===== config.mk =====
export PLATFORM = sky130hd
export DESIGN_NAME = apb_slave_param_flat
export DESIGN_NICKNAME = d
export VERILOG_FILES = /design/src/rtl/apb_slave_param_if.sv /design/src/rtl/apb_slave_param.sv /design/src/flat_wrapper.sv
export SDC_FILE = /design/constraint.sdc
export NUM_CORES = 1
export LEC_CHECK = 0
export ABC_CLOCK_PERIOD_IN_PS = 4010
export CAP_MARGIN = 20
export CORE_UTILIZATION = 55
export CTS_BUF_LIST = sky130_fd_sc_hd__clkbuf_4
export CTS_CLUSTER_SIZE = 24
export DETAILED_ROUTE_END_ITERATION = 10
export HOLD_SLACK_MARGIN = 0.03
export PLACE_DENSITY = 0.72
export RECOVER_POWER = 25
export SYNTH_ARGS = -nofsm -noshare
export SYNTH_HDL_FRONTEND = slang
export SYNTH_SLANG_ARGS = --single-unit

===== constraint.sdc =====
create_clock -name i_pclk -period 4.01 [get_ports i_pclk]
set_input_delay 1.0025 -clock i_pclk [delete_from_list [all_inputs] [get_ports i_pclk]]
set_output_delay 1.0025 -clock i_pclk [all_outputs]
set_load 0.01 [all_outputs]

===== src/rtl/apb_slave_param_if.sv =====
// APB3 completer bus bundle for apb_slave_param.
// The pstrb lane-enable signal exists only when APB_PSTRB_EN is defined.
interface apb_slave_param_if #(
  parameter int DATA_W = 32,
  parameter int ADDR_W = 8,
  parameter int WAIT_W = 4
) ();
  logic [ADDR_W-1:0]   paddr;
  logic                psel;
  logic                penable;
  logic                pwrite;
  logic [DATA_W-1:0]   pwdata;
  logic [WAIT_W-1:0]   cfg_wait;
`ifdef APB_PSTRB_EN
  logic [DATA_W/8-1:0] pstrb;
`endif
  logic [DATA_W-1:0]   prdata;
  logic                pready;
  logic                pslverr;

  modport master (
    output paddr, psel, penable, pwrite, pwdata, cfg_wait,
`ifdef APB_PSTRB_EN
    output pstrb,
`endif
    input  prdata, pready, pslverr
  );

  modport slave (
    input  paddr, psel, penable, pwrite, pwdata, cfg_wait,
`ifdef APB_PSTRB_EN
    input  pstrb,
`endif
    output prdata, pready, pslverr
  );
endinterface


===== src/rtl/apb_slave_param.sv =====
// Parametrised APB3 completer: word memory, per-transfer wait states, PSLVERR on out-of-range access.
// Optional byte-lane write strobes are enabled with the APB_PSTRB_EN macro.
module apb_slave_param #(
  parameter int DATA_W = 32,
  parameter int ADDR_W = 8,
  parameter int DEPTH  = 32,
  parameter int WAIT_W = 4
) (
  input  logic             i_pclk,
  input  logic             i_presetn,
  apb_slave_param_if.slave io_apb
);
  localparam int NBYTES = DATA_W / 8;
  localparam int LSB    = $clog2(NBYTES);
  localparam int IDX_W  = ADDR_W - LSB;
  localparam int MEM_AW = (DEPTH > 1) ? $clog2(DEPTH) : 1;

  typedef enum logic [1:0] {
    S_IDLE,
    S_WAIT,
    S_DONE
  } state_t;

  logic [DATA_W-1:0] r_mem [DEPTH];

  state_t            r_state;
  logic [WAIT_W-1:0] r_cnt;
  logic [DATA_W-1:0] r_prdata;
  logic [DATA_W-1:0] r_wdata;
  logic [MEM_AW-1:0] r_idx;
  logic              r_write;
  logic              r_err;
`ifdef APB_PSTRB_EN
  logic [NBYTES-1:0] r_strb;
`endif

  logic [IDX_W-1:0]  w_idx;
  logic [MEM_AW-1:0] w_memIdx;
  logic              w_inRange;
  logic              w_badStrb;
  logic              w_err;
  logic              w_setup;
  logic              w_commit;

  assign w_idx     = IDX_W'(io_apb.paddr >> LSB);
  assign w_memIdx  = MEM_AW'(w_idx);
  assign w_inRange = (32'(w_idx) < 32'(DEPTH));
`ifdef APB_PSTRB_EN
  // Reads must carry an all-zero strobe; anything else is flagged as an error.
  assign w_badStrb = ~io_apb.pwrite & (|io_apb.pstrb);
`else
  assign w_badStrb = 1'b0;
`endif
  assign w_err     = ~w_inRange | w_badStrb;
  assign w_setup   = io_apb.psel & ~io_apb.penable;
  assign w_commit  = (r_state == S_DONE) & io_apb.psel & r_write & ~r_err;

  always_ff @(posedge i_pclk or negedge i_presetn) begin
    if (!i_presetn) begin
      r_state  <= S_IDLE;
      r_cnt    <= '0;
      r_prdata <= '0;
      r_wdata  <= '0;
      r_idx    <= '0;
      r_write  <= 1'b0;
      r_err    <= 1'b0;
`ifdef APB_PSTRB_EN
      r_strb   <= '0;
`endif
    end else begin
      case (r_state)
        S_IDLE: begin
          if (w_setup) begin
            r_idx    <= w_memIdx;
            r_write  <= io_apb.pwrite;
            r_wdata  <= io_apb.pwdata;
            r_err    <= w_err;
            r_cnt    <= io_apb.cfg_wait;
`ifdef APB_PSTRB_EN
            r_strb   <= io_apb.pstrb;
`endif
            // Read data is fetched at setup, so a later write in the same burst cannot affect it.
            r_prdata <= (!io_apb.pwrite && !w_err) ? r_mem[w_memIdx] : '0;
            r_state  <= (io_apb.cfg_wait != '0) ? S_WAIT : S_DONE;
          end
        end
        S_WAIT: begin
          if (!io_apb.psel) begin
            r_state <= S_IDLE;
          end else if (io_apb.penable) begin
            r_cnt <= r_cnt - 1'b1;
            if (r_cnt == WAIT_W'(1)) begin
              r_state <= S_DONE;
            end
          end
        end
        S_DONE:  r_state <= S_IDLE;
        default: r_state <= S_IDLE;
      endcase
    end
  end

  // Memory is deliberately outside the reset domain; contents survive presetn.
  always_ff @(posedge i_pclk) begin
    if (w_commit) begin
`ifdef APB_PSTRB_EN
      for (int b = 0; b < NBYTES; b++) begin
        if (r_strb[b]) begin
          r_mem[r_idx][8*b +: 8] <= r_wdata[8*b +: 8];
        end
      end
`else
      r_mem[r_idx] <= r_wdata;
`endif
    end
  end

  assign io_apb.prdata  = r_prdata;
  assign io_apb.pready  = (r_state == S_DONE);
  assign io_apb.pslverr = (r_state == S_DONE) & r_err;
endmodule


===== src/flat_wrapper.sv =====
// flat-port wrapper written by rule: the top's interface ports become plain ports
module apb_slave_param_flat 
#(
  parameter int DATA_W = 32,
  parameter int ADDR_W = 8,
  parameter int DEPTH  = 32,
  parameter int WAIT_W = 4
)
  (i_pclk, i_presetn, io_apb_paddr, io_apb_psel, io_apb_penable, io_apb_pwrite, io_apb_pwdata, io_apb_cfg_wait, io_apb_prdata, io_apb_pready, io_apb_pslverr);
  apb_slave_param_if #(.DATA_W(DATA_W), .ADDR_W(ADDR_W), .WAIT_W(WAIT_W)) io_apb_i ();
  input  logic i_pclk;
  input  logic i_presetn;
  input wire logic [$bits(io_apb_i.paddr)-1:0] io_apb_paddr;
  input wire logic [$bits(io_apb_i.psel)-1:0] io_apb_psel;
  input wire logic [$bits(io_apb_i.penable)-1:0] io_apb_penable;
  input wire logic [$bits(io_apb_i.pwrite)-1:0] io_apb_pwrite;
  input wire logic [$bits(io_apb_i.pwdata)-1:0] io_apb_pwdata;
  input wire logic [$bits(io_apb_i.cfg_wait)-1:0] io_apb_cfg_wait;
  output wire logic [$bits(io_apb_i.prdata)-1:0] io_apb_prdata;
  output wire logic [$bits(io_apb_i.pready)-1:0] io_apb_pready;
  output wire logic [$bits(io_apb_i.pslverr)-1:0] io_apb_pslverr;
  assign io_apb_i.paddr = io_apb_paddr;
  assign io_apb_i.psel = io_apb_psel;
  assign io_apb_i.penable = io_apb_penable;
  assign io_apb_i.pwrite = io_apb_pwrite;
  assign io_apb_i.pwdata = io_apb_pwdata;
  assign io_apb_i.cfg_wait = io_apb_cfg_wait;
  assign io_apb_prdata = io_apb_i.prdata;
  assign io_apb_pready = io_apb_i.pready;
  assign io_apb_pslverr = io_apb_i.pslverr;
  apb_slave_param #(.DATA_W(DATA_W), .ADDR_W(ADDR_W), .DEPTH(DEPTH), .WAIT_W(WAIT_W)) u_core (.i_pclk(i_pclk), .i_presetn(i_presetn), .io_apb(io_apb_i));
endmodule

==> flow_summary.ini, run 1 <==
[clock_tree]
numCtsBuffers = 288
cts_tree = yes
cts_buffer_depth = 4
cts_max_level = 5
cts-root-buf = clkbuf_4
clk_pin_slew_ps = 70
postCtsSetupBuffers = 0
worstSkewPairLatency_ps = 1080
clock-sinks = 1101

[critical_path]
startpoint_type = flop
cp-end-kind = output port
path_cells = nand2b_1 -> inv_1 -> and2_1 -> clkdlybuf4s50_1
cpMaxStageDelayCell = clkdlybuf4s50_1
worst_ep_required_time_ps = 3010
crit_buf_inv = 2
cp_top_family = buffers and inverters
crit_arrival_ps = 2550
crit_fanout = 7
path_class = flop to output port
critPathMaxStageDelay_ps = 560

[global_route]
grt_start_max_net_pins = 73
grt_use_total_pct = 25.7
grt_pass1_wl_um = 146000
grt_overflow = 0
grt_pass1_vias = 23716
antenna_found_initial = 2

[sta]
max_slew_margin_pct = -105
fin_setup_tns_ps = 0
period_needed_ps = 3560
finalHoldViolCount = 0
fmax_mhz = 281
setup_viol = 0
setup_slack_ps = 455
drv_slew = 45
tightest_slew_ps = 3080
fin_skew_ps = 63.7
finalCritPeriodShare_pct = 88.7
rsz0062_at_grt = false

[logic_synthesis]
synthArstFlopShare_pct = 6.99
syn_area_mm2 = 0.0428
synth-edff-count = 1024
syn_nets = 2271
syn_avg_cell_area_um2 = 19.3
yosys_warnings = 0
synth_seq_area_share_pct = 76.4
ys.flop_type = edfxtp_1
ys_ff_latch = 1101
synth.distinct_cells = 39
syn_inst = 2220

[finish]
final_cell_mix = edfxtp_1 (1024), clkbuf_4 (422), mux2i_1 (196)
nNetsFinal = 2646
layout-drive-gt1-share_pct = 30.8
final_cell_area_mm2 = 0.0490
final_common_cell = edfxtp_1
area_growth_pct = 14.5

[power]
clkPwrFrac_pct = 36.5
combPwrFrac_pct = 6.8
powerDensity_mw_per_mm2 = 511
p_switching_mw = 5.98
power_frac_seq_pct = 56.7
p_sw_share_pct = 23.9
max-vdd-ir-drop_mv = 0.412
internal_power_mw = 19.1
leakagePower_nw = 17.0

[outcome]
violations = max-capacitance violations, max-slew violations
status = finished, violations left

[floorplanning]
die_h_um = 281
dieArea_mm2 = 0.0789
die_w_um = 281
initial_core_util_pct = 56.0
rows = 101
core-area_mm2 = 0.0765
ioPinCount = 83

[routing]
post-route-drc-count = 0
final_antenna_net_count = 0
route.vias.total = 22936
drtIter0Drc = 2080
routed_via_density = 6.01
drtPass1Iterations = 5
routed_wirelength_um = 99500
wire_per_inst_um = 26.1

[placement]
place_ws_ps = 514
gp_congestion = 0.795
placed_cell_area_mm2 = 0.0455
io_buffers = 80
dp_hpwl_um = 56700

[worst_hold_path]
hold_class = input port to flop

[run]
drv_cap = 1
==> power groups by stage <==
| stage | sequential, mW | clock [mW] | combinational, mW |
|---|---|---|---|
| 2_1_floorplan | 14.3 | 0 | 0.853 |
| 5_1_grt | 14.3 | 9.93 | 1.82 |
| 4_1_cts | 14.5 | 9.35 | 1.37 |
| 6_report | 14.2 | 9.15 | 1.69 |
| 3_5_place_dp | 14.7 | 0 | 1.36 |
| 3_3_place_gp | 14.6 | 0 | 1.32 |
==> layout make-up <==
type                    instances  area (µm²)
repair buffers                220        1960
fillers                      5172       27500
clock inverters                56         265
inverters                       4        15.0
multi-input cells             980        9600
well taps                    1030        1290
diodes                          4        10.0
clock buffers                 422        3170
flip-flops and latches       1101       32700
==> repair_timing <==
action | in CTS | in global routing
hold endpoints to repair | 42 | 0
hold buffers | 1 | 0
endpoints found under the setup margin | 0 | 0
gates resized for setup | 0 | 0
==> per-stage QoR <==
step	utilization, %	hold slack, ps	cells	power, mW
2_1_floorplan	-	446	2220	15.1
3_3_place_gp	59.5	473	3321	16.0
3_5_place_dp	59.5	475	3321	16.1
4_1_cts	64.0	344	3800	25.2
5_1_grt	64.1	372	3817	26.0
6_report	64.1	464	3817	25.1
==> path summary, 6_finish.rpt <==
check	startpoint	endpoint	slack, ps	depth (start not counted)
max	u_core.r_state[0]	io_apb_pslverr	450	4
min	io_apb_pwdata[15]	u_core.r_wdata[15]	460	3
max reg2reg	u_core.r_state[0]	u_core.r_mem[29][0]	1410	6
min reg2reg	u_core.r_wdata[15]	u_core.r_wdata[15]	480	2
max in group asynchronous	i_presetn	u_core.io_apb.prdata[13]	690	3
min in group asynchronous	i_presetn	u_core.r_wdata[19]	1480	2
==> Yosys cell counts, drive strengths merged (2+ instances only) <==
cell type,number,area [µm²]
a221oi,31,272
a21oi,100,500
a22oi,65,488
or3b,2,17.5
o22ai,31,194
nor2b,34,213
nor4,2,12.5
nand2,158,593
clkbuf,72,274
o41ai,31,497
nand3b,5,37.5
a211oi,31,233
nor3,3,15.0
nand3,7,35.0
buf,63,487
edfxtp,1024,30700
and2,2,12.5
nand2b,9,63.8
mux2i,196,1960
o21ai,4,20.0
nor2,37,139
mux4,128,2880
or3,3,18.8
ha,2,25.0
dfrtp,77,1930
mux2,94,1060
inv,4,15.0
==> worst min-delay path, delay by kind of cell <==
kind | cells | cell delay, ps
and+or+nand+nor | 2 | 100
buffers and inverters | 1 | 390
==> cells by family (layout without fill, tap and decap cells) <==
kind of cell	Yosys count	after routing	share of synthesized area, %
adders and majority gates	2	2	0.0585
AOI/OAI and AO/OA	296	296	5.21
and+or+nand+nor	263	263	2.72
muxes	418	418	13.8
DFF	1101	1101	76.4
buffers and inverters	139	702	1.81
xor gates and xnor gates	1	1	0.0205
other	0	4	0
==> per-layer routing <==
metal / vias to the layer above / routed length [µm] / GRT usage [%]
li1: 9906 / - / -
met1: 11711 / 39500 / 34.2
met2: 1125 / 48500 / 40.8
met3: 194 / 8390 / 5.69
met4: 0 / 3060 / 11.5
met5: - / 0 / 0
==> state kept, by name (all words and copies together), names as in the netlist <==
| signal | count |
|---|---|
| u_core.io_apb.prdata | 32 |
| u_core.r_idx | 5 |
| u_core.r_cnt | 4 |
| u_core.r_write | 1 |
| u_core.r_err | 1 |
| u_core.r_state | 2 |
| u_core.r_mem | 1024 |
| u_core.r_wdata | 32 |
Power figures use the tool's default switching activity.
==> run 2, diff against run 1 <==
--- a/config.mk
+++ b/config.mk
@@ -14,6 +14,7 @@
 export HOLD_SLACK_MARGIN = 0.03
 export PLACE_DENSITY = 0.72
 export RECOVER_POWER = 25
+export SLEW_MARGIN = 10
 export SYNTH_ARGS = -nofsm -noshare
 export SYNTH_HDL_FRONTEND = slang
 export SYNTH_SLANG_ARGS = --single-unit
==> run 2 against run 1 <==
The run still ends with max-capacitance violations, max-slew violations left. Combinational power about the same. Critical path depth unchanged. Clock power about the same. Via count down 0.12%. Worst hold slack worse by 1.5 ps. Global-route usage unchanged. First-iteration DRC count up 7.5%. Largest cell class unchanged.
==> flow_summary.ini, run 2 (synthesis gave the netlist of run 1 again) <==
[outcome]
status = finished, violations left
violations = max-capacitance violations, max-slew violations

[floorplanning]
core-area_mm2 = 0.0765
die_h_um = 281
initial_core_util_pct = 56.0
dieArea_mm2 = 0.0789
ioPinCount = 83
die_w_um = 281
rows = 101

[global_route]
grt_pass1_wl_um = 146000
grt_use_total_pct = 25.7
grt_overflow = 0
grt_pass1_vias = 23716
antenna_found_initial = 2
grt_start_max_net_pins = 73

[clock_tree]
cts_buffer_depth = 4
cts_tree = yes
numCtsBuffers = 288
clk_pin_slew_ps = 70
cts-root-buf = clkbuf_4
worstSkewPairLatency_ps = 1080
clock-sinks = 1101
cts_max_level = 5

[routing]
drtIter0Drc = 2237
drtPass1Iterations = 6
route.vias.total = 22908
routed_wirelength_um = 99600
final_antenna_net_count = 0
wire_per_inst_um = 26.1
post-route-drc-count = 0
routed_via_density = 6.00

[sta]
tightest_slew_ps = 3080
finalHoldViolCount = 0
fin_skew_ps = 68.9
setup_slack_ps = 454
rsz0062_at_grt = false
max_slew_margin_pct = -105
period_needed_ps = 3560
fin_setup_tns_ps = 0
fmax_mhz = 281
setup_viol = 0
drv_slew = 77
finalCritPeriodShare_pct = 88.7

[power]
internal_power_mw = 19.1
fin_total_pwr_mw = 25.0
clkPwrFrac_pct = 36.5
p_sw_share_pct = 23.9
combPwrFrac_pct = 6.6
powerDensity_mw_per_mm2 = 511
power_frac_seq_pct = 56.8
leakagePower_nw = 17.0
max-vdd-ir-drop_mv = 0.417
p_switching_mw = 5.99

[critical_path]
startpoint_type = flop
worst_ep_required_time_ps = 3010
crit_fanout = 7
crit_arrival_ps = 2550
path_class = flop to output port
cp-end-kind = output port

[placement]
dp_hpwl_um = 56700
gp_congestion = 0.795
place_ws_ps = 514
io_buffers = 80

[finish]
area_growth_pct = 14.5
max_flop_register = u_core.r_mem
final_cell_mix = edfxtp_1 (1024), clkbuf_4 (422), mux2i_1 (196)
finish.utilization_pct = 64.1
multi_input_area_mm2 = 0.00960
largest_register_ff_count = 1024
layout-drive-gt1-share_pct = 30.8
nNetsFinal = 2646
final_common_cell = edfxtp_1
nFillCells = 5169
ff_latch_area_mm2 = 0.0327

[run]
drv_cap = 2

[worst_hold_path]
hold_class = input port to flop
==> run 2: cell counts in the layout (fill, tap and decap cells not counted) <==
No cell type changed its count.
==> run 2: worst max-delay path, stage by stage, from the launching register on <==
cell,delay [ps]
dfrtp_1,460
nand2b_1,220
inv_1,90
and2_1,150
clkdlybuf4s50_1,560
==> run 2: layout make-up <==
class | instances | area share [%]
flip-flops and latches | 1101 | 66.7
multi-input cells | 980 | 19.6
clock buffers | 422 | 6.47
repair buffers | 220 | 4.01
well taps | 1030 | 2.63
clock inverters | 56 | 0.541
inverters | 4 | 0.0306
diodes | 4 | 0.0204
==> run 2: what timing repair did <==
item                      4_1_cts  5_1_grt
buffers inserted                0        0
hold buffers                    1        0
hold endpoints to repair       42        0
gates resized for setup         0        0
==> run 2: worst paths after layout <==
kind	end	depth (start not counted)	from	slack, ps
worst max-delay path	io_apb_pslverr	4	u_core.r_state[0]	450
worst min-delay path	u_core.r_wdata[15]	3	io_apb_pwdata[15]	460
min in group asynchronous	u_core.r_wdata[19]	2	i_presetn	1480
max in group asynchronous	u_core.io_apb.prdata[13]	3	i_presetn	700
worst max register to register	u_core.r_mem[29][22]	6	u_core.r_state[0]	1440
worst min register to register	u_core.r_wdata[15]	2	u_core.r_wdata[15]	480
==> run 2: power by group through the flow <==
stage	registers (mW)	logic, mW	clock network (mW)
detailed placement	14.7	1.36	0
global placement	14.6	1.32	0
CTS	14.5	1.37	9.35
global route	14.3	1.78	9.93
finish	14.2	1.66	9.15
floorplan	14.3	0.853	0
==> run 2: metrics by stage <==
stage / std cells / hold slack [ps] / instance area (µm²)
2_1_floorplan: 2220 / 446 / 42800
4_1_cts: 3800 / 344 / 48900
5_1_grt: 3817 / 373 / 49000
3_3_place_gp: 3321 / 473 / 45500
3_5_place_dp: 3321 / 475 / 45500
6_report: 3817 / 462 / 49000
==> run 2: metal layers <==
| layer | wire (µm) | track usage, % |
|---|---|---|
| met2 | 48800 | 40.8 |
| met1 | 39200 | 34.2 |
| met3 | 8660 | 5.69 |
| met5 | 0 | 0 |
| met4 | 2930 | 11.5 |
